**src/rtl/alu_pkg.sv**
```systemverilog
// Shared definitions for the ALU issue path: opcodes, legality check and
// the sequencer state encoding. The ALU and its bench use the same opcodes.
package alu_pkg;

    localparam logic [2:0] OP_AND  = 3'b000;
    localparam logic [2:0] OP_OR   = 3'b001;
    localparam logic [2:0] OP_NAND = 3'b010;
    localparam logic [2:0] OP_NOR  = 3'b011;
    localparam logic [2:0] OP_MUL  = 3'b100;

    typedef enum logic {
        IDLE = 1'b0,
        EXEC = 1'b1
    } seq_state_t;

    // Codes above MUL (101..111) have no ALU function behind them.
    function automatic logic is_legal_op(input logic [2:0] f);
        return (f <= OP_MUL);
    endfunction

endpackage

```
**src/rtl/alu_cmd_fifo.sv**
```systemverilog
// Synchronous command FIFO with async active-high reset. Pointers wrap
// naturally because DEPTH is a power of two. Push is ignored when full and
// pop is ignored when empty, so the caller cannot corrupt the occupancy.
module alu_cmd_fifo #(
    parameter int DW    = 67,
    parameter int DEPTH = 4
) (
    input  logic                       clk,
    input  logic                       rst,
    input  logic                       push,
    input  logic [DW-1:0]              wdata,
    input  logic                       pop,
    output logic [DW-1:0]              rdata,
    output logic [$clog2(DEPTH):0]     count,
    output logic                       full,
    output logic                       empty
);
    import alu_pkg::*;

    localparam int AW = $clog2(DEPTH);
    localparam int CW = AW + 1;

    logic [DW-1:0] mem [DEPTH];
    logic [AW-1:0] wr_ptr;
    logic [AW-1:0] rd_ptr;
    logic          push_ok;
    logic          pop_ok;

    // Flags come straight from the registered count, no bypass.
    always_comb begin
        full    = (count == CW'(DEPTH));
        empty   = (count == '0);
        push_ok = push && !full;
        pop_ok  = pop && !empty;
        rdata   = mem[rd_ptr];
    end

    // Storage needs no reset; only entries below count are ever read as valid.
    always_ff @(posedge clk) begin
        if (push_ok) begin
            mem[wr_ptr] <= wdata;
        end
    end

    // Pointer and occupancy bookkeeping; push+pop together leaves count alone.
    always_ff @(posedge clk or posedge rst) begin
        if (rst) begin
            wr_ptr <= '0;
            rd_ptr <= '0;
            count  <= '0;
        end else begin
            if (push_ok) begin
                wr_ptr <= wr_ptr + AW'(1);
            end
            if (pop_ok) begin
                rd_ptr <= rd_ptr + AW'(1);
            end
            case ({push_ok, pop_ok})
                2'b10:   count <= count + CW'(1);
                2'b01:   count <= count - CW'(1);
                default: count <= count;
            endcase
        end
    end

endmodule

```
**src/rtl/alu_issue_stage.sv**
```systemverilog
// Command buffer and sequencer in front of the combinational ALU.
// Commands queue in a FIFO, are popped into registered ALU operands, held
// for the MUL window when needed, and the ALU result is captured into a
// valid/ready output register.
//
// state | meaning
// IDLE  | no command in the ALU; pop the FIFO head as soon as one exists
// EXEC  | operands driven to the ALU; count down cnt, then capture when the
//       | output slot is free (pop next command on the same edge if present)
module alu_issue_stage #(
    parameter int W          = 32,
    parameter int DEPTH      = 4,
    parameter int MUL_CYCLES = 2
) (
    input  logic                   clk,
    input  logic                   rst,
    input  logic                   in_valid,
    output logic                   in_ready,
    input  logic [W-1:0]           in_a,
    input  logic [W-1:0]           in_b,
    input  logic [2:0]             in_f,
    output logic [W-1:0]           alu_a,
    output logic [W-1:0]           alu_b,
    output logic [2:0]             alu_f,
    input  logic [W-1:0]           alu_y,
    output logic                   out_valid,
    input  logic                   out_ready,
    output logic [W-1:0]           out_y,
    output logic [2:0]             out_f,
    output logic                   out_err,
    output logic [$clog2(DEPTH):0] count
);
    import alu_pkg::*;

    localparam int DW    = 2 * W + 3;
    localparam int CNT_W = (MUL_CYCLES > 1) ? $clog2(MUL_CYCLES) : 1;

    seq_state_t       state_q;
    seq_state_t       state_d;
    logic [CNT_W-1:0] cnt_q;
    logic [CNT_W-1:0] cnt_d;
    logic [CNT_W-1:0] load_cnt;

    logic             push;
    logic             pop;
    logic             capture;
    logic             slot_free;
    logic             fifo_full;
    logic             fifo_empty;
    logic [DW-1:0]    head;
    logic [W-1:0]     head_a;
    logic [W-1:0]     head_b;
    logic [2:0]       head_f;

    alu_cmd_fifo #(
        .DW    (DW),
        .DEPTH (DEPTH)
    ) u_fifo (
        .clk   (clk),
        .rst   (rst),
        .push  (push),
        .wdata ({in_a, in_b, in_f}),
        .pop   (pop),
        .rdata (head),
        .count (count),
        .full  (fifo_full),
        .empty (fifo_empty)
    );

    // Handshake and head decode; in_ready is held low while in reset.
    always_comb begin
        in_ready  = !rst && !fifo_full;
        push      = in_valid && in_ready;
        slot_free = !out_valid || out_ready;
        head_a    = head[DW-1 -: W];
        head_b    = head[W+2 -: W];
        head_f    = head[2:0];
        load_cnt  = (head_f == OP_MUL) ? CNT_W'(MUL_CYCLES - 1) : '0;
    end

    // Next-state, MUL countdown, pop and capture decisions.
    always_comb begin
        state_d = state_q;
        cnt_d   = cnt_q;
        pop     = 1'b0;
        capture = 1'b0;
        case (state_q)
            IDLE: begin
                if (!fifo_empty) begin
                    pop     = 1'b1;
                    cnt_d   = load_cnt;
                    state_d = EXEC;
                end
            end
            EXEC: begin
                if (cnt_q != '0) begin
                    cnt_d = cnt_q - CNT_W'(1);
                end else if (slot_free) begin
                    capture = 1'b1;
                    if (!fifo_empty) begin
                        pop   = 1'b1;
                        cnt_d = load_cnt;
                    end else begin
                        state_d = IDLE;
                    end
                end
            end
            default: state_d = IDLE;
        endcase
    end

    // Sequencer state and MUL hold counter.
    always_ff @(posedge clk or posedge rst) begin
        if (rst) begin
            state_q <= IDLE;
            cnt_q   <= '0;
        end else begin
            state_q <= state_d;
            cnt_q   <= cnt_d;
        end
    end

    // ALU operand registers load only on pop, so they stay stable while stalled.
    always_ff @(posedge clk or posedge rst) begin
        if (rst) begin
            alu_a <= '0;
            alu_b <= '0;
            alu_f <= OP_AND;
        end else if (pop) begin
            alu_a <= head_a;
            alu_b <= head_b;
            alu_f <= head_f;
        end
    end

    // Output register: a capture wins over a same-edge consumer accept.
    always_ff @(posedge clk or posedge rst) begin
        if (rst) begin
            out_valid <= 1'b0;
            out_y     <= '0;
            out_f     <= OP_AND;
            out_err   <= 1'b0;
        end else if (capture) begin
            out_valid <= 1'b1;
            out_y     <= is_legal_op(alu_f) ? alu_y : '0;
            out_f     <= alu_f;
            out_err   <= !is_legal_op(alu_f);
        end else if (out_ready) begin
            out_valid <= 1'b0;
        end
    end

endmodule
```
**config.mk**
```make
export PLATFORM = sky130hd
export DESIGN_NAME = alu_issue_stage
export DESIGN_NICKNAME = d
export VERILOG_FILES = /design/src/rtl/alu_pkg.sv /design/src/rtl/alu_cmd_fifo.sv /design/src/rtl/alu_issue_stage.sv
export SDC_FILE = /design/constraint.sdc
export NUM_CORES = 1
export LEC_CHECK = 0
export CORE_MARGIN = 2
export CORE_UTILIZATION = 50
export DETAILED_ROUTE_END_ITERATION = 8
export PLACE_DENSITY = 0.74
export SETUP_SLACK_MARGIN = 0.4
export SYNTH_ARGS = -nofsm -noshare
export SYNTH_HDL_FRONTEND = slang
export SYNTH_SLANG_ARGS = --single-unit
```
**constraint.sdc**
```tcl
create_clock -name clk -period 3.7 [get_ports clk]
set_input_delay 0.37 -clock clk [delete_from_list [all_inputs] [get_ports clk]]
set_output_delay 0.37 -clock clk [all_outputs]
set_load 0.02 [all_outputs]
```
# After elaboration in Yosys (flattened, before gate mapping)
# Memory sizes are Yosys's and may differ from the RTL's.
# Index checks and enable logic that the tools add are counted.
# totals
memories	1
elab_cells	60
ram_bits	268
ff_bits	113
inputBits	103
# memory_table
name	words	width	rd	rd_clocked_by_memory_dff	wr	line	text
u_fifo.mem	4	67	1	0	1	alu_cmd_fifo.sv:23	logic [DW-1:0] mem [DEPTH];
# classes
eq_ne	5
bitwise_logic	1
n_reduce_logical	13
magnitude_cmp	1
muxes	22
addsub	5
# op_table
operator	count
2-to-1 mux 32 bit	1
2-to-1 mux 1 bit	17
== test 3 bit, second input constant	2
one-hot mux 1 bit (2 select lines)	3
one-hot mux 3 bit (2 select lines)	1
zero test 1 bit	5
adder 2 x 1 -> 2 bit, second input constant	2
logical AND 1 bit	4
nonzero test 2 bit	2
adder 3 x 1 -> 3 bit, second input constant	1
<= comparator 3 bit, second input constant	1
zero test 3 bit	1
subtractor 3 x 1 -> 3 bit, second input constant	1
== test 2 x 1 -> 1 bit, second input constant	1
== test 2 bit, second input constant	1
!= test 2 bit, second input constant	1
logical OR 1 bit	1
inverter 1 bit	1
subtractor 1 bit, second input constant	1

# Depth between registers and ports, before layout
# depth
depth_word	8
ltp_mapped	11
ltp_nobuf	10

# Hierarchy
# Synthesis repeated with hierarchy kept, for this count alone.
# unflattened
hier_cells	632
hier_area_um2	14053.5
# modules_own_cells
module	area_each_um2	cells_per_inst	n_inst
alu_cmd_fifo	10097.2	389	1
alu_issue_stage	3956.3	243	1

# Worst setup path before layout
# No wires, ideal clock.
# synth_path
path_type	register to register
startpoint	register u_fifo.count[1]
endpoint	memory u_fifo.mem[0][0], enable pin
t_arrival_ps	2875
t_required_ps	3267
stages_incl_launch_ff	4
setup_time_ps	433
slack_ps	393
n_path_buf	0
synth_period_minus_slack_ps	3307
cell_sequence	dfrtp_1 -> inv_1 -> a31oi_1 -> and3_1
# synth_via
elab_chain_len	7
# synth_rtl
item	line	text
start, declared	alu_cmd_fifo.sv:14	output logic [$clog2(DEPTH):0] count,
start signal, assigned	alu_cmd_fifo.sv:59	2'b10: count <= count + CW'(1);
start signal, assigned	alu_cmd_fifo.sv:60	2'b01: count <= count - CW'(1);
start signal, assigned	alu_cmd_fifo.sv:61	default: count <= count;
== test 3 bit	alu_cmd_fifo.sv:31	full = (count == CW'(DEPTH));
zero test 1 bit	alu_issue_stage.sv:72	in_ready = !rst && !fifo_full;
logical AND 1 bit	alu_issue_stage.sv:72	
via in_ready	alu_issue_stage.sv:18	output logic in_ready,
logical AND 1 bit	alu_issue_stage.sv:73	push = in_valid && in_ready;
logical AND 1 bit	alu_cmd_fifo.sv:33	push_ok = push && !full;
2-to-1 mux 1 bit	alu_cmd_fifo.sv:40	if (push_ok) begin
2-to-1 mux 1 bit (implied by the code)	alu_cmd_fifo.sv:41	mem[wr_ptr] <= wdata;
end, declared	alu_cmd_fifo.sv:23	
# The timed path passes the listed nets, and every way through them passes these cells.

# Final worst setup path
# layout_path
startpoint	register u_fifo.count[1]
endpoint	output port in_ready
# layout_via
elab_chain_len	3
# layout_rtl
item	line
== test 3 bit	alu_cmd_fifo.sv:31
zero test 1 bit	alu_issue_stage.sv:72
logical AND 1 bit	alu_issue_stage.sv:72
end, declared	alu_issue_stage.sv:18
# No other way between the ends.

==> run summary <==
I/O pin count: 211
Die width: 172 um
Worst EP required: 3330 ps
Count of mapped cells out of synthesis: 699
Outcome: completed
Largest fanout of any net on the critical path: 6
CTS resizes: 0
Static leakage power: 6.53 nW
Post-layout net count: 1042
Largest net degree at the start of global routing: 69
Compound-gate portion of the synthesized area: 0.00319
Clock tree sinks: 381
Kind of launch point of the worst setup path: register
Transition time at the pin with the least slew margin: 1040 ps
Combinational family with the most area after synthesis: multiplexers
Source of the worst register-to-register timing path: u_fifo.rd_ptr[0]
GR Util All Layers: 0.188
First-pass DRT Iterations: 7
Detailed-route via count: 7091
Number of failing setup endpoints in the final timing report: 0
Fraction of layout cells with a size suffix above 1: 0.232
Xor/xnor cell area share of the yosys netlist: 0.00372
Unrepaired setup endpoints after global routing: false
Mean number of vias per cell: 5.29
Pre-CTS setup slack: 1040 ps
Final cycle utilization of the critical path: 0.678
Post-detailed-route count of antenna-violating nets: 0
Number of unique standard cell types used by synthesis: 30
Via count of the first global-routing pass: 7437
Critical path startpoint: u_fifo.count[1]
Count of max-cap constraint violations: 0
Worst max-slew margin expressed relative to the limit: 0.305
Detailed Route Iter0 Violations: 416
Count of pins over their slew limit: 0
Clock transition at the register clock pins on the worst setup and hold paths after CTS: 60 ps
TritonCTS clock tree: built
Prevailing post-synth register cell: edfxtp_1
Tmin final: 2510 ps
Maximum VDD drop: 0.547 mV
Worst setup path endpoint: in_ready
Max Fclk: 0.399 GHz
Post-synth EDFFs: 268
Layout-stage area growth over the synthesis result: 27.8%
Category of the most critical setup path: register to output port
Number of rows in the core area: 61
Final wirelength: 27300 um
Flip-flop and latch count after synthesis: 381
Number of levels in the clock H-tree: 2
Final hold violation count: 0
Post-DR wirelength/cell: 20.4 um
Die Outline Area: 0.0296 mm^2
Simple-gate portion of the synthesized area: 0.0375
Part of the Yosys area used for sequential elements: 0.771
Area of the mapped netlist: 0.0141 mm^2
Share of synthesized registers carrying an async set or reset: 0.297
Input/output buffers: 210
Num CTS Buffers: 39
Worst clock skew: 26.0 ps
Syn nets: 808
Data arrival, critical path: 2140 ps
Drc violations: 0
Worst slack on hold paths: 405 ps
HPWL after detailed placement: 17500 um
First-pass GRT wire length: 41900 um
Path depth of the worst reg2reg path: 3
Pwr dens: 855 mW/mm^2
Average footprint of a synthesized cell: 20.2 um^2
Worst R2R Setup Slack: 1490 ps
Multiplexer share of the synthesized area: 0.164
Adder-cell share of the synthesized area: 0.00585
Total number of yosys warnings: 0
Residual overflow from global routing: 0
Starting Density: 0.508
Number of antenna violations at the first check in global routing: 1
GP Congestion: 0.708
CP Capture Type: output port
CTS Hold Buffers Added: 0
Fin Setup TNS: 0 ps
Clock insertion delay at the later pin of the skew report: 510 ps
PnR Total Power: 15.4 mW
Height of the die: 172 um
Longest Clk Path Bufs: 3
Least setup slack across all paths after layout: 1190 ps
CTS root buffer: clkbuf_16
Class of the tightest hold or removal check: input pin to register
Core area: 0.0278 mm^2
Buffer count from post-CTS setup fixing: 0
Worst R2R End: alu_b[0]
==> cell type report <==
cell class	count	area, um^2
inverters	9	37.5
clock buffers	53	1120
well taps	378	473
fillers	1924	9750
repair buffers	228	2310
multi-input cells	274	3040
diodes	1	2.50
clock inverters	17	161
flip-flops and latches	381	10900
==> per-layer routing <==
metal	vias to the layer above	global-route usage	wire length [um]
met5	-	0	16
li1	3171	-	-
met4	2	0.0490	570
met3	49	0.0481	2200
met2	251	0.323	13500
met1	3618	0.241	11000
==> flip-flops by register name (all words and copies together) (netlist names) <==
| name | flops |
|---|---|
| u_fifo.rd_ptr | 2 |
| u_fifo.wr_ptr | 2 |
| u_fifo.count | 3 |
| out_f | 3 |
| out_y | 32 |
| state_q | 1 |
| out_valid | 1 |
| alu_b | 32 |
| cnt_q | 1 |
| alu_f | 3 |
| out_err | 1 |
| u_fifo.mem | 268 |
| alu_a | 32 |
==> cells in the mapped netlist, types with 2 or more instances <==
master    number  share of area
dfrtp_1      113           0.20
buf_1          2        0.00053
mux4_2        67           0.11
buf_6          4         0.0032
nand3_1       35          0.012
inv_1          9         0.0024
ha_1           5         0.0044
o21ai_0        3         0.0011
buf_2         11         0.0039
clkbuf_1      17         0.0045
nand2_1       73          0.019
and3_1         5         0.0022
mux2_4        10          0.011
xnor2_1        3         0.0019
nand2b_1       2        0.00089
mux2_2        57          0.045
xor2_1         3         0.0019
edfxtp_1     268           0.57
==> critical path, stage by stage, from the launching register on <==
cell and delay, ps:
dfrtp_1 360, inv_1 90, a31oi_1 480, clkdlybuf4s50_1 720
==> worst min path at each step <==
stage	from	end	slack, ps	cells after the start
2_1_floorplan	in_f[0]	u_fifo.mem[0][0]	470	0
3_3_place_gp	out_y[24]	out_y[24]	450	2
3_5_place_dp	out_y[10]	out_y[10]	460	2
4_1_cts	alu_y[28]	out_y[28]	390	3
5_1_grt	alu_y[30]	out_y[30]	410	3
6_report	alu_y[30]	out_y[30]	410	3
==> power breakdown <==
part	leakage, nW	internal (mW)	total (mW)	switching (mW)
logic	2.12	2.82	5.29	2.47
registers	3.78	5.57	6.26	0.692
clock network	0.637	2.33	3.85	1.53
total	6.53	10.7	15.4	4.69
==> logic make-up (layout without fill, tap and decap cells) <==
| group | after synthesis | after routing |
|---|---|---|
| AND/OR/NAND/NOR | 120 | 120 |
| flip-flops | 381 | 381 |
| XOR/XNOR | 6 | 6 |
| other | 0 | 1 |
| AO/OA/AOI/OAI | 7 | 7 |
| buffers and inverters | 44 | 307 |
| adder cells (fa/ha/maj) | 6 | 6 |
| multiplexers | 135 | 135 |
==> metrics by stage <==
stage          std cells  cell area (um^2)  utilization
2_1_floorplan        699             14100            -
3_3_place_gp        1270             16700        0.603
3_5_place_dp        1270             16700        0.603
4_1_cts             1340             18000        0.649
5_1_grt             1340             18000        0.649
6_report            1341             18000        0.649
==> placed cells by master, fill, tap and decap left out, types with 8 or more instances in the layout <==
cell type	Yosys	routed
buf_4	1	12
clkbuf_16	0	40
clkdlybuf4s50_1	0	210
dfrtp_1	113	111
edfxtp_1	268	268
inv_1	9	8
mux2_2	57	57
mux2_4	10	10
mux4_2	67	67
nand2_1	73	73
nand3_1	35	35
Power figures use the tool's default switching activity.
